===== config.mk =====
export PLATFORM = sky130hd
export DESIGN_NAME = multicycle_controller_flat
export DESIGN_NICKNAME = d
export VERILOG_FILES = /design/src/rtl/multicycle_controller_if.sv /design/src/rtl/multicycle_controller.sv /design/src/flat_wrapper.sv
export SDC_FILE = /design/constraint.sdc
export NUM_CORES = 1
export LEC_CHECK = 0
export ABC_AREA = 1
export BUFFER_PORTS_ARGS = -buffer_cell sky130_fd_sc_hd__buf_2
export CORE_MARGIN = 4
export CORE_UTILIZATION = 25
export DETAILED_ROUTE_END_ITERATION = 8
export GPL_ROUTABILITY_DRIVEN = 0
export HOLD_SLACK_MARGIN = 0.02
export PLACE_DENSITY_LB_ADDON = 0.12
export SETUP_SLACK_MARGIN = 0.02
export SLEW_MARGIN = 0
export SYNTH_ARGS = -nofsm -noshare
export SYNTH_HDL_FRONTEND = slang
export SYNTH_SLANG_ARGS = --single-unit

===== constraint.sdc =====
create_clock -name clk -period 2.6 [get_ports clk]
set_input_delay 0.52 -clock clk [delete_from_list [all_inputs] [get_ports clk]]
set_output_delay 0.52 -clock clk [all_outputs]
set_load 0.05 [all_outputs]

===== src/rtl/multicycle_controller_if.sv =====
// Control/status bundle between the multicycle controller (master) and the ARM datapath (slave).
interface multicycle_controller_if;
    logic [19:0] Instr;
    logic [3:0]  ALUFlags;
    logic        PCWrite;
    logic        IRWrite;
    logic        MemWrite;
    logic        RegWrite;
    logic        AdrSrc;
    logic [1:0]  RegSrc;
    logic        ALUSrcA;
    logic [1:0]  ALUSrcB;
    logic [1:0]  ResultSrc;
    logic [1:0]  ImmSrc;
    logic [2:0]  ALUControl;

    modport master (
        input  Instr, ALUFlags,
        output PCWrite, IRWrite, MemWrite, RegWrite, AdrSrc, RegSrc,
               ALUSrcA, ALUSrcB, ResultSrc, ImmSrc, ALUControl
    );

    modport slave (
        output Instr, ALUFlags,
        input  PCWrite, IRWrite, MemWrite, RegWrite, AdrSrc, RegSrc,
               ALUSrcA, ALUSrcB, ResultSrc, ImmSrc, ALUControl
    );
endinterface


===== src/rtl/multicycle_controller.sv =====
// Multicycle ARM control unit: Moore main FSM with registered outputs, instruction/ALU
// decode, and conditional-execution logic owning the NZCV flag register.
module multicycle_controller #(
    parameter bit EXT_DP = 1'b1
) (
    input logic                    clk,
    input logic                    reset,
    multicycle_controller_if.master bus
);

    typedef enum logic [3:0] {
        S_FETCH, S_DECODE, S_MEMADR, S_MEMREAD, S_MEMWRITE,
        S_MEMWB, S_EXECUTER, S_EXECUTEI, S_ALUWB, S_BRANCH
    } state_t;

    typedef struct packed {
        logic       pc_write;
        logic       ir_write;
        logic       mem_write;
        logic       reg_write;
        logic       adr_src;
        logic       alu_src_a;
        logic [1:0] alu_src_b;
        logic [1:0] result_src;
        logic [2:0] alu_control;
    } ctrl_t;

    localparam ctrl_t FETCH_CTRL = '{pc_write: 1'b1, ir_write: 1'b1, mem_write: 1'b0,
                                     reg_write: 1'b0, adr_src: 1'b0, alu_src_a: 1'b1,
                                     alu_src_b: 2'b10, result_src: 2'b10, alu_control: 3'b000};
    localparam ctrl_t RESET_CTRL = '{pc_write: 1'b0, ir_write: 1'b0, mem_write: 1'b0,
                                     reg_write: 1'b0, adr_src: 1'b0, alu_src_a: 1'b1,
                                     alu_src_b: 2'b10, result_src: 2'b10, alu_control: 3'b000};

    // Instruction fields (Instr carries bits 31:12 of the instruction word)
    logic [3:0] cond;
    logic [1:0] op;
    logic       i_bit;
    logic [3:0] cmd;
    logic       s_bit;
    logic [3:0] rd;
    logic       unused_rn;

    assign cond      = bus.Instr[19:16];
    assign op        = bus.Instr[15:14];
    assign i_bit     = bus.Instr[13];
    assign cmd       = bus.Instr[12:9];
    assign s_bit     = bus.Instr[8];
    assign rd        = bus.Instr[3:0];
    assign unused_rn = ^bus.Instr[7:4];

    state_t     state_q, state_d;
    ctrl_t      ctrl_q, ctrl_d, ctrl_out;
    logic [3:0] flags_q;
    logic       cond_ex_q, cond_ex_d;
    logic       cond_ex;
    logic [2:0] alu_op;
    logic       dp_ok, is_cmp, dp_wb;
    logic [1:0] flag_w;
    logic       executing;

    // NOTE: every output of a combinational block is given a default first, so no path
    // through the case statements leaves a signal unassigned and infers a latch.
    always_comb begin
        alu_op = 3'b000;
        dp_ok  = 1'b0;
        is_cmp = 1'b0;
        case (cmd)
            4'b0100: begin alu_op = 3'b000; dp_ok = 1'b1; end
            4'b0010: begin alu_op = 3'b001; dp_ok = 1'b1; end
            4'b0000: begin alu_op = 3'b010; dp_ok = 1'b1; end
            4'b1100: begin alu_op = 3'b011; dp_ok = 1'b1; end
            4'b0001: if (EXT_DP) begin alu_op = 3'b100; dp_ok = 1'b1; end
            4'b1010: if (EXT_DP) begin alu_op = 3'b001; dp_ok = 1'b1; is_cmp = 1'b1; end
            default: ;
        endcase
        flag_w[1] = dp_ok & (s_bit | is_cmp);
        flag_w[0] = flag_w[1] & ((alu_op == 3'b000) | (alu_op == 3'b001));
        dp_wb     = dp_ok & ~is_cmp;
    end

    // Condition evaluated against the stored flags {N,Z,C,V}
    always_comb begin
        cond_ex = 1'b0;
        case (cond)
            4'b0000: cond_ex = flags_q[2];
            4'b0001: cond_ex = ~flags_q[2];
            4'b0010: cond_ex = flags_q[1];
            4'b0011: cond_ex = ~flags_q[1];
            4'b0100: cond_ex = flags_q[3];
            4'b0101: cond_ex = ~flags_q[3];
            4'b0110: cond_ex = flags_q[0];
            4'b0111: cond_ex = ~flags_q[0];
            4'b1000: cond_ex = flags_q[1] & ~flags_q[2];
            4'b1001: cond_ex = ~flags_q[1] | flags_q[2];
            4'b1010: cond_ex = (flags_q[3] == flags_q[0]);
            4'b1011: cond_ex = (flags_q[3] != flags_q[0]);
            4'b1100: cond_ex = ~flags_q[2] & (flags_q[3] == flags_q[0]);
            4'b1101: cond_ex = flags_q[2] | (flags_q[3] != flags_q[0]);
            4'b1110: cond_ex = 1'b1;
            default: cond_ex = 1'b0;
        endcase
    end

    always_comb begin
        state_d = S_FETCH;
        case (state_q)
            S_FETCH:  state_d = S_DECODE;
            S_DECODE: begin
                case (op)
                    2'b01:   state_d = S_MEMADR;
                    2'b00:   state_d = i_bit ? S_EXECUTEI : S_EXECUTER;
                    2'b10:   state_d = S_BRANCH;
                    default: state_d = S_FETCH;
                endcase
            end
            S_MEMADR:               state_d = s_bit ? S_MEMREAD : S_MEMWRITE;
            S_MEMREAD:              state_d = S_MEMWB;
            S_EXECUTER, S_EXECUTEI: state_d = is_cmp ? S_FETCH : S_ALUWB;
            default:                state_d = S_FETCH;
        endcase
    end

    function automatic ctrl_t state_ctrl(input state_t s, input logic ok,
                                         input logic rd_pc, input logic wb_ok,
                                         input logic [2:0] op_sel);
        ctrl_t c;
        c = '0;
        case (s)
            S_FETCH:    c = FETCH_CTRL;
            S_DECODE:   begin c.alu_src_a = 1'b1; c.alu_src_b = 2'b10; c.result_src = 2'b10; end
            S_MEMADR:   c.alu_src_b = 2'b01;
            S_MEMREAD:  c.adr_src = 1'b1;
            S_MEMWRITE: begin c.adr_src = 1'b1; c.mem_write = ok; end
            S_MEMWB:    begin
                c.result_src = 2'b01;
                c.pc_write   = ok & rd_pc;
                c.reg_write  = ok & ~rd_pc;
            end
            S_EXECUTER: c.alu_control = op_sel;
            S_EXECUTEI: begin c.alu_src_b = 2'b01; c.alu_control = op_sel; end
            S_ALUWB:    begin
                c.pc_write  = ok & wb_ok & rd_pc;
                c.reg_write = ok & wb_ok & ~rd_pc;
            end
            S_BRANCH:   begin c.alu_src_b = 2'b01; c.result_src = 2'b10; c.pc_write = ok; end
            default:    c = '0;
        endcase
        return c;
    endfunction

    // Outputs are registered, so they are computed for the state being entered; leaving
    // DECODE, the condition about to be latched is the one that applies.
    assign cond_ex_d = (state_q == S_DECODE) ? cond_ex : cond_ex_q;
    assign ctrl_d    = state_ctrl(state_d, cond_ex_d, rd == 4'hF, dp_wb, alu_op);
    assign executing = (state_q == S_EXECUTER) || (state_q == S_EXECUTEI);

    // NOTE: all state is updated with non-blocking assignments so every register samples
    // the pre-edge values of the others, independent of statement order.
    always_ff @(posedge clk) begin
        if (reset) begin
            state_q   <= S_FETCH;
            ctrl_q    <= FETCH_CTRL;
            cond_ex_q <= 1'b0;
            flags_q   <= 4'b0000;
        end else begin
            state_q   <= state_d;
            ctrl_q    <= ctrl_d;
            cond_ex_q <= cond_ex_d;
            if (executing && cond_ex_q) begin
                if (flag_w[1]) flags_q[3:2] <= bus.ALUFlags[3:2];
                if (flag_w[0]) flags_q[1:0] <= bus.ALUFlags[1:0];
            end
        end
    end

    // Reset overrides the registered outputs within the same cycle it is asserted.
    assign ctrl_out = reset ? RESET_CTRL : ctrl_q;

    assign bus.PCWrite    = ctrl_out.pc_write;
    assign bus.IRWrite    = ctrl_out.ir_write;
    assign bus.MemWrite   = ctrl_out.mem_write;
    assign bus.RegWrite   = ctrl_out.reg_write;
    assign bus.AdrSrc     = ctrl_out.adr_src;
    assign bus.ALUSrcA    = ctrl_out.alu_src_a;
    assign bus.ALUSrcB    = ctrl_out.alu_src_b;
    assign bus.ResultSrc  = ctrl_out.result_src;
    assign bus.ALUControl = ctrl_out.alu_control;

    // Decoder mux selects follow Instr only once it holds the current instruction.
    logic decode_valid;
    assign decode_valid = ~reset & (state_q != S_FETCH);
    assign bus.RegSrc   = decode_valid ? {(op == 2'b01) & ~s_bit, op == 2'b10} : 2'b00;
    assign bus.ImmSrc   = decode_valid ? op : 2'b00;

endmodule

===== src/flat_wrapper.sv =====
// flat-port wrapper written by rule: the top's interface ports become plain ports
module multicycle_controller_flat 
#(
    parameter bit EXT_DP = 1'b1
)
  (clk, reset, bus_Instr, bus_ALUFlags, bus_PCWrite, bus_IRWrite, bus_MemWrite, bus_RegWrite, bus_AdrSrc, bus_RegSrc, bus_ALUSrcA, bus_ALUSrcB, bus_ResultSrc, bus_ImmSrc, bus_ALUControl);
  multicycle_controller_if bus_i ();
  input logic clk;
  input logic reset;
  input wire logic [$bits(bus_i.Instr)-1:0] bus_Instr;
  input wire logic [$bits(bus_i.ALUFlags)-1:0] bus_ALUFlags;
  output wire logic [$bits(bus_i.PCWrite)-1:0] bus_PCWrite;
  output wire logic [$bits(bus_i.IRWrite)-1:0] bus_IRWrite;
  output wire logic [$bits(bus_i.MemWrite)-1:0] bus_MemWrite;
  output wire logic [$bits(bus_i.RegWrite)-1:0] bus_RegWrite;
  output wire logic [$bits(bus_i.AdrSrc)-1:0] bus_AdrSrc;
  output wire logic [$bits(bus_i.RegSrc)-1:0] bus_RegSrc;
  output wire logic [$bits(bus_i.ALUSrcA)-1:0] bus_ALUSrcA;
  output wire logic [$bits(bus_i.ALUSrcB)-1:0] bus_ALUSrcB;
  output wire logic [$bits(bus_i.ResultSrc)-1:0] bus_ResultSrc;
  output wire logic [$bits(bus_i.ImmSrc)-1:0] bus_ImmSrc;
  output wire logic [$bits(bus_i.ALUControl)-1:0] bus_ALUControl;
  assign bus_i.Instr = bus_Instr;
  assign bus_i.ALUFlags = bus_ALUFlags;
  assign bus_PCWrite = bus_i.PCWrite;
  assign bus_IRWrite = bus_i.IRWrite;
  assign bus_MemWrite = bus_i.MemWrite;
  assign bus_RegWrite = bus_i.RegWrite;
  assign bus_AdrSrc = bus_i.AdrSrc;
  assign bus_RegSrc = bus_i.RegSrc;
  assign bus_ALUSrcA = bus_i.ALUSrcA;
  assign bus_ALUSrcB = bus_i.ALUSrcB;
  assign bus_ResultSrc = bus_i.ResultSrc;
  assign bus_ImmSrc = bus_i.ImmSrc;
  assign bus_ALUControl = bus_i.ALUControl;
  multicycle_controller #(.EXT_DP(EXT_DP)) u_core (.clk(clk), .reset(reset), .bus(bus_i));
endmodule

==> results.cfg <==
[cells_and_area]
seq_area_um2 = 440
nets = 268
final_cell_mix = buf_2, inv_1, nand2_1
drive_gt1_share_pct = 38.6
final_common_cell = buf_2
diodes = 0
fin_cells = 311
area_delta_synth_final_pct = 24.9
multi_input_area_um2 = 736
final_util_pct = 32.6
nFillCells = 608

[detailed_routing]
routed_wl_um = 2990
drt_drc_violations_left = 0
via_per_inst = 4.04
drt-pass1-iter-count = 4
final_antenna_net_count = 0
num_vias = 1255
wl_per_cell_um = 9.61
initialDrtViolationCount = 28

[timing]
setup_viol = 0
drv_slew = 0
hold_viol = 0
setup_tns_ns = 0
fin_crit_sh_pct = 76.4
period_minus_slack_ns = 1.99
rsz0062_at_grt = false
fmax_mhz = 503
slew_headroom_pct = 75.0
skew_ns = 0.00361
worst_pin_slew_ns = 0.375

[synth]
synth.net_count = 227
synth_area_per_cell_um2 = 6.67
synthCells = 201
yosys_register_bits = 22
yosys_warnings = 0
syn_area_um2 = 1340
synth_cell_types = 27
synth_seq_area_share_pct = 32.9

[clock_tree]
post-cts-setup-buffers = 0
clock_tree.root_cell = clkbuf_8
hold_buffers = 0
cts-resized-gates = 0
htree_levels = 1
clk_path_buf_depth = 2
cts_tree = built
clk_pin_slew_ns = 0.08
cts_buffers = 3
clock_sinks = 22
clock_latency_ns = 0.26

[worst_setup_path]
max_stage_delay_ns = 0.35
cp.arrival_ns = 1.47
crit_path_end_kind = output pin
path_delay_family = simple AND/OR/NAND/NOR gates
worstPathMaxFanout = 4
critical_path_class = register to output pin
cp_slowest_cell = dfxtp_1
path_common_cell = nor3_1
timing.critical_path.buf_inv = 3
required_ns = 2.08
cp-start-kind = register
crit_chain = nor2_4, inv_2, nor3_1, inv_1, nand2_1, nor3_1, buf_2

[global_route]
antenna_found_initial = 0
grt_pass1_vias = 1174
grt_pass1_wl_um = 5150
grt_max_degree = 21
grtUsageTotal_pct = 9.97
grt-ovfl-total = 0

[worst_hold_path]
hp-class = input pin to register

[die]
fp-row-count = 26
die_area_um2 = 6600
start_util_pct = 26.1
die_x_um = 81.2
boundaryPins = 43
core_region_area_um2 = 5140
die_h_um = 81.2

[placement]
hpwlAfterDp_um = 2500
io_buffers = 38
placed_cells = 307

[power]
pwr_density_cell_nw_per_um2 = 513
ir_drop_mv = 0.136
p_leak_uw = 0.000799

[status]
status = complete, no violations

[job]
max_cap_viol_count = 0
-- flip-flops by register name, indices dropped and copies added (netlist names) --
name and cells:
u_core.state_q 4, u_core.ctrl_q 13, u_core.cond_ex_q 1, u_core.flags_q 4
-- synth_stat cells --
cell,n,area share (%)
nor3_4,1,1.2
a21oi_2,1,0.65
nand2_1,31,8.7
dfxtp_1,22,33
a31oi_1,1,0.47
nor2_4,2,1.7
buf_1,1,0.28
clkinv_1,1,0.28
nor2_1,26,7.3
nor2_2,7,3.3
nand3_1,12,4.5
or2_2,3,1.4
nand4_1,3,1.4
inv_2,10,2.8
nor3_1,3,1.1
o21ai_2,1,0.65
nand2_2,12,5.6
buf_2,1,0.37
inv_1,31,8.7
o21ai_0,2,0.75
nor4_1,1,0.47
nand3_2,8,6.0
clkbuf_1,1,0.28
o21ai_1,5,1.9
nor3b_2,2,1.9
nor3_2,2,1.5
a21oi_1,11,4.1
-- worst paths after layout --
| path | cells after the start | endpoint | slack, ns | startpoint |
|---|---|---|---|---|
| worst max register to register | 10 | u_core.ctrl_q[12]$_SDFF_PP1_ | 1.20 | u_core.state_q[3]$_SDFF_PP0_ |
| worst min-delay path | 2 | u_core.ctrl_q[1]$_SDFF_PP0_ | 0.50 | bus_Instr[9] |
| worst max-delay path | 7 | bus_RegSrc[0] | 0.61 | u_core.state_q[3]$_SDFF_PP0_ |
| worst min register to register | 2 | u_core.ctrl_q[8]$_SDFF_PP0_ | 0.52 | u_core.state_q[1]$_SDFF_PP0_ |
-- per-layer routing --
| metal | share of wire, % | wire length [µm] | vias to the layer above | track usage (%) |
|---|---|---|---|---|
| met4 | 2.3 | 70 | 0 | 5.57 |
| met1 | 51 | 1520 | 521 | 13.1 |
| met2 | 42 | 1250 | 28 | 15.7 |
| li1 | - | - | 701 | - |
| met3 | 5.1 | 153 | 5 | 1.33 |
| met5 | 0 | 0 | - | 0 |
-- final cells by class --
cell class | instances | share of cell area [%]
Clock buffer | 4 | 3.29
Tap cell | 70 | 5.23
Inverter | 42 | 9.42
Timing Repair Buffer | 39 | 11.8
Multi-Input combinational cell | 134 | 43.9
Sequential cell | 22 | 26.3
-- cell families after synthesis --
kind of cell    share of synthesized area (%)
compound gates                           8.50
buf+inv                                  12.7
flops                                    32.9
simple gates                             45.9
-- power breakdown --
group          internal, µW  total, µW  switching [µW]
sequential              362        373            10.5
combinational          73.3        242             168
clock                   135        245             110
-- metrics by stage --
step	setup WS, ns	hold WS, ns	cell area (µm²)	power (µW)
6_report	0.613	0.498	1670	859
5_1_grt	0.487	0.500	1670	917
4_1_cts	0.586	0.499	1670	877
3_5_place_dp	0.632	0.513	1620	628
3_3_place_gp	0.644	0.515	1620	629
2_1_floorplan	0.153	0.491	1350	562
Power figures use the tool's default switching activity.
